--- config.mk ---
export PLATFORM = sky130hd
export DESIGN_NAME = row_buf_pingpong
export DESIGN_NICKNAME = d
export VERILOG_FILES = /design/src/rtl/row_buf_pingpong.sv
export SDC_FILE = /design/constraint.sdc
export NUM_CORES = 1
export LEC_CHECK = 0
export BUFFER_PORTS_ARGS = -buffer_cell sky130_fd_sc_hd__buf_4
export CAP_MARGIN = 20
export CELL_PAD_IN_SITES_DETAIL_PLACEMENT = 1
export CELL_PAD_IN_SITES_GLOBAL_PLACEMENT = 2
export CORE_ASPECT_RATIO = 1.2
export CORE_MARGIN = 4
export CORE_UTILIZATION = 32
export DETAILED_ROUTE_END_ITERATION = 8
export GPL_TIMING_DRIVEN = 0
export PLACE_DENSITY_LB_ADDON = 0.1
export SKIP_LAST_GASP = 1
export SYNTH_ARGS = -nofsm -noshare
export SYNTH_HDL_FRONTEND = slang
export SYNTH_SLANG_ARGS = --single-unit
--- constraint.sdc ---
create_clock -name CLK -period 2.9 [get_ports CLK]
set_input_delay 0.29 -clock CLK [delete_from_list [all_inputs] [get_ports CLK]]
set_output_delay 0.29 -clock CLK [all_outputs]
set_load 0.05 [all_outputs]
--- src/rtl/row_buf_pingpong.sv ---
// Two-slot ping-pong row register between operand fetch and the MAC array.
// Each row is drained either as one parallel beat or lane by lane, lane 0 first.
module row_buf_pingpong #(
    parameter  int W  = 16,
    parameter  int N  = 10,
    localparam int LW = (N > 1) ? $clog2(N) : 1
) (
    input  logic            CLK,
    input  logic            reset,
    input  logic            flush,
    input  logic            in_valid,
    output logic            in_ready,
    input  logic            in_ser,
    input  logic [N*W-1:0]  din,
    output logic            out_valid,
    input  logic            out_ready,
    output logic            out_ser,
    output logic            out_last,
    output logic [LW-1:0]   out_lane,
    output logic [N*W-1:0]  dout,
    output logic [1:0]      count
);

    logic [N*W-1:0] bank_q [2];
    logic [N*W-1:0] bank_d [2];
    logic [1:0]     mode_q;
    logic [1:0]     mode_d;
    logic           wr_ptr_q, wr_ptr_d;
    logic           rd_ptr_q, rd_ptr_d;
    logic [1:0]     count_q, count_d;
    logic [LW-1:0]  lane_q, lane_d;

    logic [N*W-1:0] head_row;
    logic [W-1:0]   head_lane;
    logic           head_ser;
    logic           lane_last;
    logic           push;
    logic           beat;
    logic           pop;

    // Everything visible at the outputs is decoded from stored state only.
    always_comb begin
        head_row  = bank_q[rd_ptr_q];
        head_ser  = mode_q[rd_ptr_q];
        head_lane = head_row[int'(lane_q)*W +: W];
        lane_last = (lane_q == LW'(N - 1));

        in_ready  = (count_q != 2'd2);
        out_valid = (count_q != 2'd0);
        count     = count_q;
        out_ser   = out_valid && head_ser;
        out_last  = out_valid && (!head_ser || lane_last);
        out_lane  = (out_valid && head_ser) ? lane_q : '0;
        dout      = '0;
        if (out_valid) begin
            if (head_ser) begin
                dout[W-1:0] = head_lane;
            end else begin
                dout = head_row;
            end
        end
    end

    always_comb begin
        push = in_valid && in_ready;
        beat = out_valid && out_ready;
        pop  = beat && (!head_ser || lane_last);

        bank_d   = bank_q;
        mode_d   = mode_q;
        wr_ptr_d = wr_ptr_q;
        rd_ptr_d = rd_ptr_q;
        count_d  = count_q;
        lane_d   = lane_q;

        if (reset) begin
            bank_d[0] = '0;
            bank_d[1] = '0;
            mode_d    = '0;
            wr_ptr_d  = 1'b0;
            rd_ptr_d  = 1'b0;
            count_d   = 2'd0;
            lane_d    = '0;
        end else if (flush) begin
            // Bank contents survive a flush; they are simply no longer counted.
            wr_ptr_d = 1'b0;
            rd_ptr_d = 1'b0;
            count_d  = 2'd0;
            lane_d   = '0;
        end else begin
            if (push) begin
                bank_d[wr_ptr_q] = din;
                mode_d[wr_ptr_q] = in_ser;
                wr_ptr_d         = !wr_ptr_q;
            end
            if (beat && head_ser) begin
                lane_d = lane_last ? '0 : lane_q + LW'(1);
            end
            if (pop) begin
                rd_ptr_d = !rd_ptr_q;
            end
            count_d = count_q + {1'b0, push} - {1'b0, pop};
        end
    end

    always_ff @(negedge CLK) begin
        bank_q   <= bank_d;
        mode_q   <= mode_d;
        wr_ptr_q <= wr_ptr_d;
        rd_ptr_q <= rd_ptr_d;
        count_q  <= count_d;
        lane_q   <= lane_d;
    end

endmodule
==> results.yml, run 1 <==
routing:
  ant_nets: 0
  wl_per_cell_um: 25.7
  wl_mm: 91.1
  vias_per_cell: 5.45
  drtIter0Drc: 1492
  vias: 19298
  drc: 0
  first_pass_iters: 7
yosys:
  ys_seq_area_share_pct: 40.0
  async_flop_share_pct: 0
  syn_area_mm2: 0.0165
  synth_top_family_by_area: "simple AND/OR/NAND/NOR gates"
  synthMuxAreaShare_pct: 19.9
  ys_types: 51
  syn_inst: 2065
  synth-main-ff-cell: "dfxtp_1"
  synth_edf_count: 0
  synthSimpleGateAreaFrac_pct: 21.1
  synth-adder-area-share_pct: 0.151
  synth_seq_cells: 330
  syn_area_per_cell_um2: 8.00
  synth-xor-area-share_pct: 0.318
  synthesis.nets: 2233
  ys_warn_count: 0
  synth-compound-area-share_pct: 13.2
grt:
  overflow: 0
  grt_usage_pct: 31.2
  grt_first_pass_wirelength_mm: 130
  grt_max_degree: 13
  grt_pass1_vias: 20789
  antenna_found_initial: 4
floorplanning:
  initial_utilization_pct: 32.6
  fp.dieArea_mm2: 0.0553
  die_w_um: 215
  num_io_pins: 336
  die_y_um: 257
  num_rows: 90
  fp.coreArea_mm2: 0.0507
clock_tree:
  numCtsBuffers: 40
  cts_max_level: 2
  hold_buffers: 0
  cts_root_buf: "clkbuf_16"
  clk_path_buf_depth: 3
  clock_sinks: 330
  insertion_delay_ps: 630
  cts_tree: "built"
  clk_pin_slew_ps: 40
critical_path:
  critPathMaxStageDelay_ps: 600
  critPathTopFamily: "compound AO/OA/AOI/OAI gates"
  crit_type: "reg2out"
  crit_buf_inv: 3
  arrival_ps: 4220
  worstPathCellList: "buf_12 > buf_12 > mux4_2 > a22o_1 > o21ai_2 > o211ai_1 > buf_4"
  crit_path_frequent_cell: "buf_12"
  endpoint_kind: "primary output"
  worstPathMaxFanout: 7
  crit_required_ps: 2610
  worst_path_max_delay_cell: "mux4_2"
  startpoint_type: "flip-flop"
job:
  drv_cap: 0
min_path:
  hold_path_class: "reg2reg"
cells_and_area:
  final_cells: 3539
  final_nets: 3031
  synthToLayoutAreaGrowth_pct: 73.1
  fin_util_pct: 56.4
  final_layout_size_suffix_gt1_share_pct: 34.6
place:
  place_congestion: 0.927
  place_inst: 3043
  hpwl_mm: 61.6
  place_ws_ps: -1180
  io_buffers: 334
sta:
  hold_viol: 0
  tns_ps: -224410
  max_slew_margin_pct: 56.3
  fin_skew_ps: 26.0
  worst_slew_pin_slew_ps: 655
  fin_ws_ps: -1610
  rsz0062_at_grt: "true"
  slew_violations: 0
  setup_viol: 172
pwr:
  peakVddDrop_mv: 0.368
  p_leak_uw: 0.0109
  power_density_mw_per_mm2: 507
  power_uw: 14500
outcome:
  outcome: "complete, but fails checks"
  violations: "setup timing"
==> cells by family after synthesis <==
family                   count (synthesis)
XOR/XNOR                                 6
multiplexers                           247
AND/OR/NAND/NOR                        895
flip-flops                             330
adder cells (fa/ha/maj)                  2
buffers and inverters                  180
AO/OA/AOI/OAI                          405
==> cell type report <==
type | count | area [um^2]
clock inverters | 361 | 1550
diodes | 2 | 5.00
plain buffers | 170 | 1620
flip-flops and latches | 330 | 6620
fillers | 5746 | 22100
well taps | 644 | 806
clock buffers | 41 | 1030
inverters | 4 | 20.0
multi-input cells | 1555 | 11900
repair buffers | 432 | 5040
==> per-stage QoR <==
stage | hold slack, ps | cell area, um^2
2_1_floorplan | 436 | 18400
3_3_place_gp | 443 | 21700
3_5_place_dp | 450 | 21700
4_1_cts | 465 | 27700
5_1_grt | 491 | 28600
6_report | 468 | 28600
==> Yosys cell counts, types with 3 or more instances <==
library cell / instances / share of area (%)
nand3_1: 10 / 0.30
o21ai_1: 6 / 0.18
nor2_1: 179 / 4.1
mux4_1: 5 / 0.80
nand2b_1: 5 / 0.19
buf_4: 14 / 0.64
mux2_2: 3 / 0.20
buf_2: 62 / 1.9
mux4_2: 59 / 8.0
nor2b_1: 4 / 0.15
o211ai_1: 7 / 0.32
inv_1: 4 / 0.091
nand4_1: 3 / 0.11
clkbuf_1: 91 / 2.1
xor2_1: 4 / 0.21
a211oi_1: 3 / 0.14
and2_1: 4 / 0.15
o22ai_1: 8 / 0.30
a22oi_1: 7 / 0.32
dfxtp_1: 330 / 40
mux2i_1: 180 / 11
and3_1: 4 / 0.15
a22o_1: 11 / 0.58
o32ai_1: 5 / 0.27
nand2_1: 666 / 15
buf_6: 6 / 0.41
a21oi_1: 343 / 10
nor3_1: 11 / 0.33
==> sequential cells by signal, summed over array words and instances (netlist names) <==
| name | cells |
|---|---|
| mode_q | 2 |
| lane_q | 4 |
| rd_ptr_q | 1 |
| count | 2 |
| bank_q | 320 |
| wr_ptr_q | 1 |
==> cell usage in the layout, fill, tap and decap left out, types with 6 or more instances in the layout <==
cell type,count
a21oi_1,333
a21oi_2,6
a22o_1,11
buf_12,43
buf_16,26
buf_2,31
buf_4,207
buf_6,96
buf_8,91
bufinv_16,6
clkbuf_1,61
clkbuf_16,60
clkbuf_2,18
clkinvlp_2,9
dfxtp_1,324
inv_1,343
mux2i_1,57
mux2i_2,24
mux2i_4,99
mux4_2,63
nand2_1,665
nand3_1,8
nor2_1,27
nor2_4,150
nor3_1,9
o211ai_1,7
o21ai_2,6
==> repair_timing <==
| action | CTS | global route |
|---|---|---|
| setup buffers | 39 | 40 |
| gates resized for setup | 520 | 175 |
| gates cloned | 28 | 5 |
| setup endpoints to repair | 423 | 262 |
| pin swaps | 46 | 78 |
==> layer usage <==
metal / up-vias / track usage, % / part of all wire, %
met5: - / 0 / 0.0077
met4: 2 / 15.3 / 4.5
met3: 199 / 8.31 / 6.8
met2: 804 / 51.4 / 49
met1: 9625 / 37.9 / 40
li1: 8668 / - / -
==> path summary, 6_finish.rpt <==
kind,start,endpoint,slack (ps),depth (start not counted)
setup / recovery,lane_q[0]$_SDFFE_NP0P_,dout[0],-1610,7
hold / removal,bank_q[177]$_SDFFE_NP0P_,bank_q[177]$_SDFFE_NP0P_,470,2
setup reg to reg,rd_ptr_q$_SDFFE_NP0P_,count[1]$_SDFF_NP0_,500,14
hold reg to reg,bank_q[177]$_SDFFE_NP0P_,bank_q[177]$_SDFFE_NP0P_,470,2
==> where the power goes <==
part,internal [uW],switching [uW],leakage [uW]
registers,4720,185,0.00268
logic,998,1310,0.00582
clock network,3720,3550,0.00243
total,9440,5050,0.0109
==> worst register-to-register path, delay by kind of cell, from the launching register on <==
kind                       cells  cell delay, ps
buffers and inverters          7             740
adders and majority gates      2             420
xor gates and xnor gates       2             320
DFF                            1             310
muxes                          1             220
AOI/OAI and AO/OA              1             190
and+or+nand+nor                1              50
Power figures use the tool's default switching activity.
==> inputs of run 2 (changes only) <==
--- a/config.mk
+++ b/config.mk
@@ -12,6 +12,7 @@
 export CORE_ASPECT_RATIO = 1.2
 export CORE_MARGIN = 4
 export CORE_UTILIZATION = 32
+export CTS_CLUSTER_SIZE = 24
 export DETAILED_ROUTE_END_ITERATION = 8
 export GPL_TIMING_DRIVEN = 0
 export PLACE_DENSITY_LB_ADDON = 0.1
==> constraint.sdc (replaced) <==
create_clock -name CLK -period 2.9 [get_ports CLK]
set_input_delay 0.58 -clock CLK [delete_from_list [all_inputs] [get_ports CLK]]
set_output_delay 0.58 -clock CLK [all_outputs]
set_load 0.05 [all_outputs]
==> run 2 against run 1 <==
The run still ends with setup timing left; non-clock buffer count down 8; final area down 0.48%; first-iteration DRC count down 16%; sequential power barely moved; total power fell by 0.59%; wire length shrank 0.60%; critical path depth unchanged; final cell count is 0.20% lower; clock-buffer cell count rose by 2; sequential share of layout area grew 0.11 points; register-to-register slack worse by 90 ps; setup slack got worse by 350 ps; largest power group unchanged; highest routed layer is now met4.
==> results.yml, run 2 (same netlist as run 1, synthesis figures left out) <==
grt:
  grt_max_degree: 12
  grt_pass1_vias: 20444
  grt_first_pass_wirelength_mm: 128
  grt_usage_pct: 30.7
  antenna_found_initial: 0
  overflow: 0
critical_path:
  startpoint_type: "flip-flop"
  critPathTopFamily: "compound AO/OA/AOI/OAI gates"
  arrival_ps: 4280
  crit_type: "reg2out"
  critPathMaxStageDelay_ps: 570
  worstPathCellList: "buf_12 > buf_6 > mux4_2 > a22o_1 > o21ai_2 > o211ai_1 > buf_4"
  worst_path_max_delay_cell: "mux4_2"
  crit_required_ps: 2320
  crit_buf_inv: 3
  worstPathMaxFanout: 8
  endpoint_kind: "primary output"
cells_and_area:
  largest_register_ffs: 320
  final_area_mm2: 0.0285
  final_cells: 3532
  layout_common_cells: "665 x nand2_1, 342 x inv_1, 336 x a21oi_1, 324 x dfxtp_1, 218 x buf_4"
  final_layout_size_suffix_gt1_share_pct: 35.9
  final_nets: 3025
  antenna_cells: 0
  top_regs: "bank_q: 320 flops, lane_q: 4 flops"
  layout_commonest_cell: "nand2_1"
  synthToLayoutAreaGrowth_pct: 72.3
  fillCellCount: 5780
  top_register: "bank_q"
floorplanning:
  num_rows: 90
  fp.dieArea_mm2: 0.0553
  die_y_um: 257
  initial_utilization_pct: 32.6
  die_w_um: 215
  num_io_pins: 336
  fp.coreArea_mm2: 0.0507
sta:
  max_slew_margin_pct: 55.3
  worst_slew_pin_slew_ps: 669
  setup_viol: 170
  hold_viol: 0
  rsz0062_at_grt: "true"
  fin_skew_ps: 31.3
  fin_ws_ps: -1960
  slew_violations: 0
routing:
  drc: 0
  wl_mm: 90.6
  first_pass_iters: 5
  drtIter0Drc: 1255
  ant_nets: 0
  wl_per_cell_um: 25.6
  vias: 19219
  vias_per_cell: 5.44
clock_tree:
  insertion_delay_ps: 660
  clk_path_buf_depth: 3
  clock_sinks: 330
  cts_max_level: 2
  cts_root_buf: "clkbuf_16"
  clk_pin_slew_ps: 60
  numCtsBuffers: 41
  cts_tree: "built"
place:
  io_buffers: 334
  hpwl_mm: 62.1
  place_congestion: 0.928
  place_inst: 3043
  dpl-instance-area_mm2: 0.0218
min_path:
  hold_path_class: "reg2reg"
pwr:
  peakVddDrop_mv: 0.339
  power_density_mw_per_mm2: 506
  p_leak_uw: 0.0110
outcome:
  outcome: "complete, but fails checks"
  violations: "setup timing"
job:
  drv_cap: 0
-- run 2: changes by cell type in the layout (fill, tap and decap cells not counted), moves of 11 or more --
| cell | change |
|---|---|
| clkbuf_2 | +41 |
| buf_8 | -13 |
| mux2i_2 | +13 |
| mux2i_4 | -20 |
| buf_4 | +11 |
| clkbuf_1 | -43 |
| buf_6 | +22 |
| buf_2 | -23 |
-- run 2: power by group --
part           leakage [uW]  switching [uW]  internal (uW)  total (uW)
Sequential          0.00268             183           4720        4900
Clock               0.00241            3580           3650        7230
Combinational       0.00588            1290            976        2270
Total                0.0110            5060           9340       14400
-- run 2: final timing paths --
| check | slack [ps] | depth (start not counted) | startpoint | endpoint |
|---|---|---|---|---|
| worst max-delay path | -1960 | 7 | lane_q[0]$_SDFFE_NP0P_ | dout[6] |
| worst min-delay path | 450 | 2 | bank_q[19]$_SDFFE_NP0P_ | bank_q[19]$_SDFFE_NP0P_ |
| worst max register to register | 410 | 13 | lane_q[0]$_SDFFE_NP0P_ | count[1]$_SDFF_NP0_ |
| worst min register to register | 450 | 2 | bank_q[19]$_SDFFE_NP0P_ | bank_q[19]$_SDFFE_NP0P_ |
-- run 2: stage by stage --
step	hold slack [ps]	total power, uW	worst slack [ps]	setup TNS, ps	utilization, %
after CTS	455	14300	-1910	-261370	53.6
final	455	14400	-1960	-270280	56.2
after global routing	477	15100	-1930	-277520	56.2
after floorplan	436	6670	-1030	-107740	-
after detailed placement	450	7390	-1570	-368430	43.1
after global placement	442	7370	-1530	-360320	43.1
-- run 2: timing repair --
action	in CTS	in global routing
pin swaps	25	61
hold buffers	0	0
resized for setup	447	162
cloned	13	14
setup buffers	29	32
endpoints found under the setup margin	331	389
-- run 2: tightest hold or removal path, stage by stage, from the launching register on --
cell     delay, ps
dfxtp_1        300
nand2_1         50
a21oi_1         50
-- run 2: layout make-up --
| type | count | area [um^2] | area share, % |
|---|---|---|---|
| Multi-Input combinational cell | 1556 | 11800 | 41.4 |
| Sequential cell | 330 | 6620 | 23.3 |
| Timing Repair Buffer | 420 | 4770 | 16.7 |
| Buffer | 174 | 1890 | 6.65 |
| Clock inverter | 361 | 1490 | 5.23 |
| Clock buffer | 43 | 1080 | 3.78 |
| Tap cell | 644 | 806 | 2.83 |
| Inverter | 4 | 20.0 | 0.0703 |
-- run 2: per-layer routing --
layer  part of all wire [%]  global-route usage [%]  vias up
li1                       -                       -     8638
met1                     40                    37.1     9626
met2                     50                    51.5      761
met3                    6.3                    7.91      194
met4                    4.0                    13.9        0
met5                      0                       0        -
